<file path="src/rtl/dmem_arbiter_ctrl.sv">
// Purpose : shares the single-port word RAM between the CPU load/store unit and a DMA/debug
//           port (round-robin), turning byte/half/word loads and stores into word accesses.
// Latency : accept at N -> load/word store rsp N+2, sub-word store (RMW) N+3, error N+1.
// Backpressure: one request in flight; req_ready only in IDLE; responses cannot be stalled.
//
// Ports:
//   clk, rst                 clock (rising edge), synchronous active-high reset
//   {cpu,dma}_req_*          valid/ready request: we, size (00 B, 01 H, 10 W, 11 illegal),
//                            unsigned (zero-extend loads), byte addr, right-aligned wdata
//   {cpu,dma}_rsp_*          one-cycle response pulse with rdata (loads only) and err
//   ram_we/ram_addr/ram_din  word RAM write enable, word-aligned byte address, write data
//   ram_dout                 RAM read data, combinational from ram_addr
//   stat_*                   grant/conflict counters, present only with DMEM_STATS_EN defined
//
// Optional feature macro: DMEM_STATS_EN
module dmem_arbiter_ctrl #(
  parameter int DEPTH = 256
) (
  input  logic        clk,
  input  logic        rst,
  input  logic        cpu_req_valid,
  output logic        cpu_req_ready,
  input  logic        cpu_req_we,
  input  logic [1:0]  cpu_req_size,
  input  logic        cpu_req_unsigned,
  input  logic [31:0] cpu_req_addr,
  input  logic [31:0] cpu_req_wdata,
  output logic        cpu_rsp_valid,
  output logic [31:0] cpu_rsp_rdata,
  output logic        cpu_rsp_err,
  input  logic        dma_req_valid,
  output logic        dma_req_ready,
  input  logic        dma_req_we,
  input  logic [1:0]  dma_req_size,
  input  logic        dma_req_unsigned,
  input  logic [31:0] dma_req_addr,
  input  logic [31:0] dma_req_wdata,
  output logic        dma_rsp_valid,
  output logic [31:0] dma_rsp_rdata,
  output logic        dma_rsp_err,
  output logic        ram_we,
  output logic [31:0] ram_addr,
  output logic [31:0] ram_din,
  input  logic [31:0] ram_dout
`ifdef DMEM_STATS_EN
  ,
  output logic [31:0] stat_cpu_grants,
  output logic [31:0] stat_dma_grants,
  output logic [31:0] stat_conflicts
`endif
);

  // Latched request, same layout for both ports.
  typedef struct packed {
    logic        we;
    logic [1:0]  size;
    logic        uns;
    logic [31:0] addr;
    logic [31:0] wdata;
  } req_t;

  localparam logic [1:0] S_IDLE   = 2'd0;
  localparam logic [1:0] S_ACCESS = 2'd1;
  localparam logic [1:0] S_RMW_WR = 2'd2;
  localparam logic [1:0] S_RESP   = 2'd3;

  localparam logic PORT_CPU = 1'b0;
  localparam logic PORT_DMA = 1'b1;

  localparam logic [1:0] SZ_BYTE = 2'b00;
  localparam logic [1:0] SZ_HALF = 2'b01;
  localparam logic [1:0] SZ_WORD = 2'b10;
  localparam logic [1:0] SZ_ILL  = 2'b11;

  localparam logic [31:0] DEPTH_W = 32'(DEPTH);

  logic [1:0]  state_q;
  logic        last_grant_q;
  logic        port_q;
  req_t        req_q;
  logic        err_q;
  logic [31:0] old_q;     // word read in ACCESS, merged with store data in RMW_WR
  logic [31:0] rdata_q;   // cleared at grant so stores and errors answer with 0

  logic        grant_vld;
  logic        grant_port;
  req_t        grant_req;
  logic        grant_bad;
  logic        rsp_vld;

  // Misaligned, out-of-range or illegal-size requests never touch the RAM.
  function automatic logic req_bad(input req_t r);
    logic bad;
    bad = (r.size == SZ_ILL)
       || ((r.size == SZ_HALF) && r.addr[0])
       || ((r.size == SZ_WORD) && (r.addr[1:0] != 2'b00))
       || ({2'b00, r.addr[31:2]} >= DEPTH_W);
    return bad;
  endfunction

  // Little-endian lane select followed by sign/zero extension.
  function automatic logic [31:0] load_extract(input req_t r, input logic [31:0] word);
    logic [31:0] lane;
    logic [31:0] v;
    lane = word >> {r.addr[1:0], 3'b000};
    case (r.size)
      SZ_BYTE: v = {{24{~r.uns & lane[7]}}, lane[7:0]};
      SZ_HALF: v = {{16{~r.uns & lane[15]}}, lane[15:0]};
      default: v = word;
    endcase
    return v;
  endfunction

  // Replace the addressed byte or halfword of the old word with the store data.
  function automatic logic [31:0] store_merge(input req_t r, input logic [31:0] old);
    logic [31:0] mask;
    logic [31:0] data;
    if (r.size == SZ_BYTE) begin
      mask = 32'h0000_00FF << {r.addr[1:0], 3'b000};
      data = {24'd0, r.wdata[7:0]} << {r.addr[1:0], 3'b000};
    end else begin
      mask = 32'h0000_FFFF << {r.addr[1:0], 3'b000};
      data = {16'd0, r.wdata[15:0]} << {r.addr[1:0], 3'b000};
    end
    return (old & ~mask) | (data & mask);
  endfunction

  // Round-robin: a lone requester always wins; on a tie the port that did not win last time goes.
  always_comb begin
    grant_vld = (state_q == S_IDLE) && !rst && (cpu_req_valid || dma_req_valid);
    if (cpu_req_valid && dma_req_valid) begin
      grant_port = ~last_grant_q;
    end else begin
      grant_port = dma_req_valid ? PORT_DMA : PORT_CPU;
    end
  end

  assign cpu_req_ready = grant_vld && (grant_port == PORT_CPU);
  assign dma_req_ready = grant_vld && (grant_port == PORT_DMA);

  assign grant_req = (grant_port == PORT_DMA)
                   ? {dma_req_we, dma_req_size, dma_req_unsigned, dma_req_addr, dma_req_wdata}
                   : {cpu_req_we, cpu_req_size, cpu_req_unsigned, cpu_req_addr, cpu_req_wdata};
  assign grant_bad = req_bad(grant_req);

  always_ff @(posedge clk) begin
    if (rst) begin
      state_q      <= S_IDLE;
      last_grant_q <= PORT_DMA;
      port_q       <= PORT_CPU;
      req_q        <= '0;
      err_q        <= 1'b0;
      old_q        <= '0;
      rdata_q      <= '0;
    end else begin
      case (state_q)
        S_IDLE: begin
          if (grant_vld) begin
            port_q       <= grant_port;
            last_grant_q <= grant_port;
            req_q        <= grant_req;
            err_q        <= grant_bad;
            rdata_q      <= '0;
            state_q      <= grant_bad ? S_RESP : S_ACCESS;
          end
        end
        S_ACCESS: begin
          if (!req_q.we) begin
            rdata_q <= load_extract(req_q, ram_dout);
            state_q <= S_RESP;
          end else if (req_q.size == SZ_WORD) begin
            state_q <= S_RESP;
          end else begin
            old_q   <= ram_dout;
            state_q <= S_RMW_WR;
          end
        end
        S_RMW_WR: begin
          state_q <= S_RESP;
        end
        default: begin
          state_q <= S_IDLE;
        end
      endcase
    end
  end

  // RAM side is driven purely from state; everything is forced low while rst is high so an
  // RMW interrupted by reset never completes its write.
  always_comb begin
    ram_we   = 1'b0;
    ram_addr = '0;
    ram_din  = '0;
    if (!rst) begin
      case (state_q)
        S_ACCESS: begin
          ram_addr = {req_q.addr[31:2], 2'b00};
          if (req_q.we && (req_q.size == SZ_WORD)) begin
            ram_we  = 1'b1;
            ram_din = req_q.wdata;
          end
        end
        S_RMW_WR: begin
          ram_addr = {req_q.addr[31:2], 2'b00};
          ram_we   = 1'b1;
          ram_din  = store_merge(req_q, old_q);
        end
        default: begin
        end
      endcase
    end
  end

  assign rsp_vld = !rst && (state_q == S_RESP);

  assign cpu_rsp_valid = rsp_vld && (port_q == PORT_CPU);
  assign cpu_rsp_rdata = cpu_rsp_valid ? rdata_q : '0;
  assign cpu_rsp_err   = cpu_rsp_valid && err_q;
  assign dma_rsp_valid = rsp_vld && (port_q == PORT_DMA);
  assign dma_rsp_rdata = dma_rsp_valid ? rdata_q : '0;
  assign dma_rsp_err   = dma_rsp_valid && err_q;

`ifdef DMEM_STATS_EN
  // Free-running 32-bit counters; wrap naturally.
  always_ff @(posedge clk) begin
    if (rst) begin
      stat_cpu_grants <= '0;
      stat_dma_grants <= '0;
      stat_conflicts  <= '0;
    end else begin
      if (cpu_req_ready) begin
        stat_cpu_grants <= stat_cpu_grants + 32'd1;
      end
      if (dma_req_ready) begin
        stat_dma_grants <= stat_dma_grants + 32'd1;
      end
      if ((state_q == S_IDLE) && cpu_req_valid && dma_req_valid) begin
        stat_conflicts <= stat_conflicts + 32'd1;
      end
    end
  end
`endif

endmodule

</file>
<file path="config.mk">
export PLATFORM = sky130hd
export DESIGN_NAME = dmem_arbiter_ctrl
export DESIGN_NICKNAME = d
export VERILOG_FILES = /design/src/rtl/dmem_arbiter_ctrl.sv
export SDC_FILE = /design/constraint.sdc
export NUM_CORES = 1
export LEC_CHECK = 0
export ABC_AREA = 1
export CAP_MARGIN = 20
export CORE_MARGIN = 10
export CORE_UTILIZATION = 40
export DETAILED_ROUTE_END_ITERATION = 10
export PLACE_DENSITY_LB_ADDON = 0.12
export SYNTH_ARGS = -nofsm -noshare
export SYNTH_HDL_FRONTEND = slang
export SYNTH_SLANG_ARGS = --single-unit
</file>
<file path="constraint.sdc">
create_clock -name clk -period 2.13 [get_ports clk]
set_clock_uncertainty 0.05 [all_clocks]
set_input_delay 0.5325 -clock clk [delete_from_list [all_inputs] [get_ports clk]]
set_output_delay 0.5325 -clock clk [all_outputs]
set_load 0.02 [all_outputs]
</file>
Word-level counts from Yosys, hierarchy flattened:

Cells that the tools add are included.

* $lt $le $gt $ge: 1
* equality and inequality tests: 10
* shift operators: 5
* muxes and demuxes: 28
* bitwise logic cells: 11
* reduce and logical (&&, ||, !) cells: 26

Operator list (number)
* $mux 32: 14
* $pmux 32 s2: 3
* $mux 68: 1
* $and 32x32->32: 2
* $not 32->32: 1
* $or 32x32->32: 1
* $shl 16x5->32: 1
* $shl 16x5->32 const A: 1
* $shl 8x5->32: 1
* $shl 8x5->32 const A: 1
* $shr 32x5->16: 1
* $ge 30x9->1 const B: 1
* $logic_and 1x1->1: 13
* $eq 2x2->1 const B: 5
* $eq 2x1->1 const B: 3
* $mux 1: 6
* $pmux 2 s3: 1
* $reduce_and 3->1: 2
* $not 1->1: 5
* $logic_not 2->1: 2
* $logic_or 1x1->1: 4
* $mux 2: 2
* $ne 2x2->1 const B: 2
* $reduce_bool 2->1: 2
* 5 further kinds: 6

* bits in registers: 137
* input port bits: 172
* word-level logic and storage cells: 92

Longest topological paths before layout:

* word-level depth: 11
* gate-level depth with buffers: 14
* gate-level depth less buffers: 13

Least setup slack after synthesis:

No wires, ideal clock.

* path kind: input port to output port
* from: input port rst
* to: output port dma_rsp_rdata[10]
* arrival time: 2.000 ns
* data required time: 1.547 ns
* path slack: -0.452 ns
* stages on the path: 5
* buffers on the path: 2
* path through: buf_2 -> nor3_1 -> inv_1 -> clkbuf_1 -> nor2_1

* cells in the longest elaborated chain, start to end: 4

Ends and longest elaborated chain
* start: declaration: RTL line 20 `input logic rst,`
* $logic_not 1->1: RTL line 214 `assign rsp_vld = !rst && (state_q == S_RESP);`
* $logic_and 1x1->1: RTL line 214
* $logic_and 1x1->1: RTL line 219 `assign dma_rsp_valid = rsp_vld && (port_q == PORT_DMA);`
* via dma_rsp_valid: RTL line 38 `output logic dma_rsp_valid,`
* $mux 32: RTL line 220 `assign dma_rsp_rdata = dma_rsp_valid ? rdata_q : '0;`
* end: declaration: RTL line 39 `output logic [31:0] dma_rsp_rdata,`

The timed path passes the listed nets, and every way through them passes these cells.

Final worst setup path:

* from: register state_q[1]
* to: output port ram_din[4]

* cells in the longest elaborated chain, start to end: 3
* elaborated cells between the ends (all ways): 4
* classes of those cells: 2 x eq/ne; 2 x mux

Ends and longest elaborated chain
* start: declaration: RTL line 77 `logic [1:0] state_q;`
* start signal: assignment: RTL line 164 `state_q <= grant_bad ? S_RESP : S_ACCESS;`
* $eq 2x2->1 / $eq 2x1->1 (equally long branches): RTL line 195 `case (state_q)`
* $pmux 32 s2 (*): RTL line 195
* $mux 32 (*): RTL line 194 `if (!rst) begin`
* end: declaration: RTL line 43 `output logic [31:0] ram_din,`

Every way passes the cells marked *; elsewhere a longest branch is shown, timed or not.

==> out/qor.csv <==
metric,value,unit
grt_pass1_wl,53.01,mm
overflow,0,
async_flop_share,0,
drc_errors,0,
place_congestion,0.8791,
ioPinCount,307,
antenna_found_initial,2,
dieArea,25890,um^2
fin_ws,-0.5792,ns
setup_viol,133,
wl_met3,3.461,mm
yosysUniqueCellTypes,44,
port_buffers,304,
drive_above_1_share,0.3774,
worst_ep_required_time,1.55,ns
rows,51,
rsz0062_at_grt,true,
power_frac_comb,0.536,
finalHoldViolations,0,
arrival,2.13,ns
clockBufferDepth,2,
violations,negative setup slack,
h-tree-depth,4,
ir_drop,0.0007750,V
reg2reg_depth,10,
max_cap_violations,0,
place_area,12580,um^2
cp-endpoint,ram_din[4],
worstMarginPinSlew,0.8422,ns
stdcell_area,15070,um^2
start_util,0.4068,
p_switching,5.651,mW
worstSetupEndpointType,output pin,
critPathSlowestCell,dfxtp_2,
wl_met1,15.00,mm
p_clk_frac,0.234,
holdCritPathClass,reg2reg,
synth_top_area_frac,0.3453,
p_int,8.401,mW
worstSetupPathType,reg2out,
route.vias.total,10030,
firstDrtPassIters,5,
fmax,369.1,MHz
clock-sinks,137,
synthTopCellsByCount,"240 x nand2_1, 175 x nor2_1, 146 x inv_1",
seq_area_frac_synth,0.3453,
min_period_over_period,1.272,
worstPathMaxFanout,6,
cpPeakStageDelay,0.35,ns
area_growth_syn_to_layout,89.68,%
yosysMostFrequentCell,nand2_1,
worst_setup_path_start_kind,register,
preCtsSetupSlack,-0.6373,ns
finalWirelength,37.27,mm
crit_path_frequent_cell,buf_6,
yosys-top-cells-area,"dfxtp_1 35%, nand2_1 11%, nor2_1 8.3%, a21oi_1 7.1%, inv_1 6.9%",
power_leakage,5.875,nW
r2r-end,req_q[8],
yosys.area.top_type,dfxtp_1,
die_w,160.9,um
path_cells,inv_2 -> ha_4 -> nand2_4 -> nor3_4 -> buf_6 -> a21oi_4 -> buf_6 -> or2_1 -> a21oi_2 -> buf_6,
r2r_slack,0.04,ns
slew_violations,0,
grt_max_degree,69,
r2r_start,state_q[1],
swShare,0.4022,
top_layer,met4,
clk_latency,0.43,ns
ys_seq_elements,137,
p_seq_frac,0.230,
die_h,160.9,um
p_per_area,932.7,nW/um^2
cts_tree,done,
path_clk_slew,0.06,ns
cp-startpoint,state_q[1],
syn_area,7943,um^2
status,"complete, but fails checks",
cts_made_buffers,17,
postCtsHoldBufs,0,
vias_per_cell,5.252,
yosysWarnings,0,
antenna_left,0,
dr.first_iter.drc_count,731,
core-area,19530,um^2
post_drt_wl_per_cell,19.51,um
synth_edf_count,0,
nets,1809,
grtUsageTotal,0.2516,
hpwl,24.61,mm
avgSynthCellArea,6.602,um^2
syn_inst,1203,
slew_headroom,0.4386,
cts_root_buffer,clkbuf_16,
fin_crit,2.709,ns
grt_pass1_vias,9603,
synth_ff_type,dfxtp_1,
wl_met2,17.97,mm
critical path, delay by kind of cell, from the launching register on:
family	cells	cell delay, ns
buf+inv	4	0.51
compound gates	2	0.21
flops	1	0.35
fa+ha+maj	1	0.15
simple gates	3	0.48
per-layer routing:
layer	global-route usage	vias to the layer above
met5	0	-
met4	0.05873	0
met3	0.08615	62
met2	0.4105	482
met1	0.3119	4699
li1	-	4789
logic make-up after synthesis:
family                   share of synthesized area
flip-flops                                  0.3453
adder cells (fa/ha/maj)                   0.007876
AND/OR/NAND/NOR                             0.2721
multiplexers                              0.008822
AO/OA/AOI/OAI                               0.2402
other                                    0.0004721
buffers and inverters                       0.1252
area by class of cell:
type                       instances  area, um^2
clock inverter                    12       200.2
fill                            1378        4461
multi-input combinational        829        5479
timing repair buffer             491        5250
inverter                         156       610.6
clock buffer                      18       439.2
sequential                       137        2750
tap                              265       331.6
antenna                            2       5.005
sequential cells by signal (all words and copies together), names as in the netlist:
name,flops
req_q,68
old_q,32
rdata_q,32
state_q,2
err_q,1
last_grant_q,1
port_q,1
power groups by stage:
stage / Sequential [mW] / Clock [mW] / Combinational [mW]
floorplan: 3.19 / 0 / 3.25
global placement: 3.22 / 0 / 5.26
detailed placement: 3.23 / 0 / 5.32
CTS: 3.20 / 3.29 / 6.67
global route: 3.26 / 3.41 / 7.97
finish: 3.23 / 3.28 / 7.54
cell usage in the layout, fill, tap and decap left out, types with 4 or more instances in the layout:
master,n
bufinv_16,5
inv_4,4
o21ai_0,59
buf_4,125
a21oi_4,9
a21oi_1,97
nand3_1,18
nand2_2,12
dfxtp_2,6
clkdlybuf4s50_1,168
buf_6,154
a32oi_2,7
a22oi_2,15
o21ai_1,11
nor2_2,31
a21oi_2,18
mux2i_1,7
a22oi_1,8
a221oi_2,5
nor2_4,105
ha_4,4
a31oi_1,23
clkinv_4,4
or2_2,4
nand2_1,237
o211ai_1,8
o22ai_1,34
dfxtp_1,131
inv_2,10
clkbuf_16,22
buf_16,7
buf_8,5
inv_1,139
or2_4,8
buf_12,24
a221oi_1,6
nor2_1,47
o21ai_2,11
nand3b_1,18
timing repair:
item	CTS	global route
cloned	8	6
pin swaps	20	37
gates resized for setup	884	144
endpoints found under the setup margin	144	134
setup buffers	33	27
worst min-delay path by stage:
stage               slack (ns)        start  depth (start not counted)          end
floorplan                 0.39  rdata_q[12]                          2  rdata_q[12]
global placement          0.40  rdata_q[14]                          2  rdata_q[14]
detailed placement        0.41  rdata_q[13]                          2  rdata_q[13]
CTS                       0.42  rdata_q[13]                          2  rdata_q[13]
global route              0.43  rdata_q[13]                          2  rdata_q[13]
finish                    0.42  rdata_q[13]                          2  rdata_q[13]
per-stage QoR:
step,std cells,utilization,total power [mW],setup TNS (ns),hold slack [ns]
CTS,1882,0.7277,13.15,-43.38,0.4154
global placement,1813,0.6443,8.486,-67.91,0.4036
detailed placement,1813,0.6443,8.553,-73.44,0.4064
global route,1910,0.7716,14.65,-63.01,0.4332
floorplan,1204,-,6.447,-0.3727,0.3945
finish,1910,0.7716,14.05,-56.52,0.4157
No activity file was read; power rests on OpenSTA's default activity.
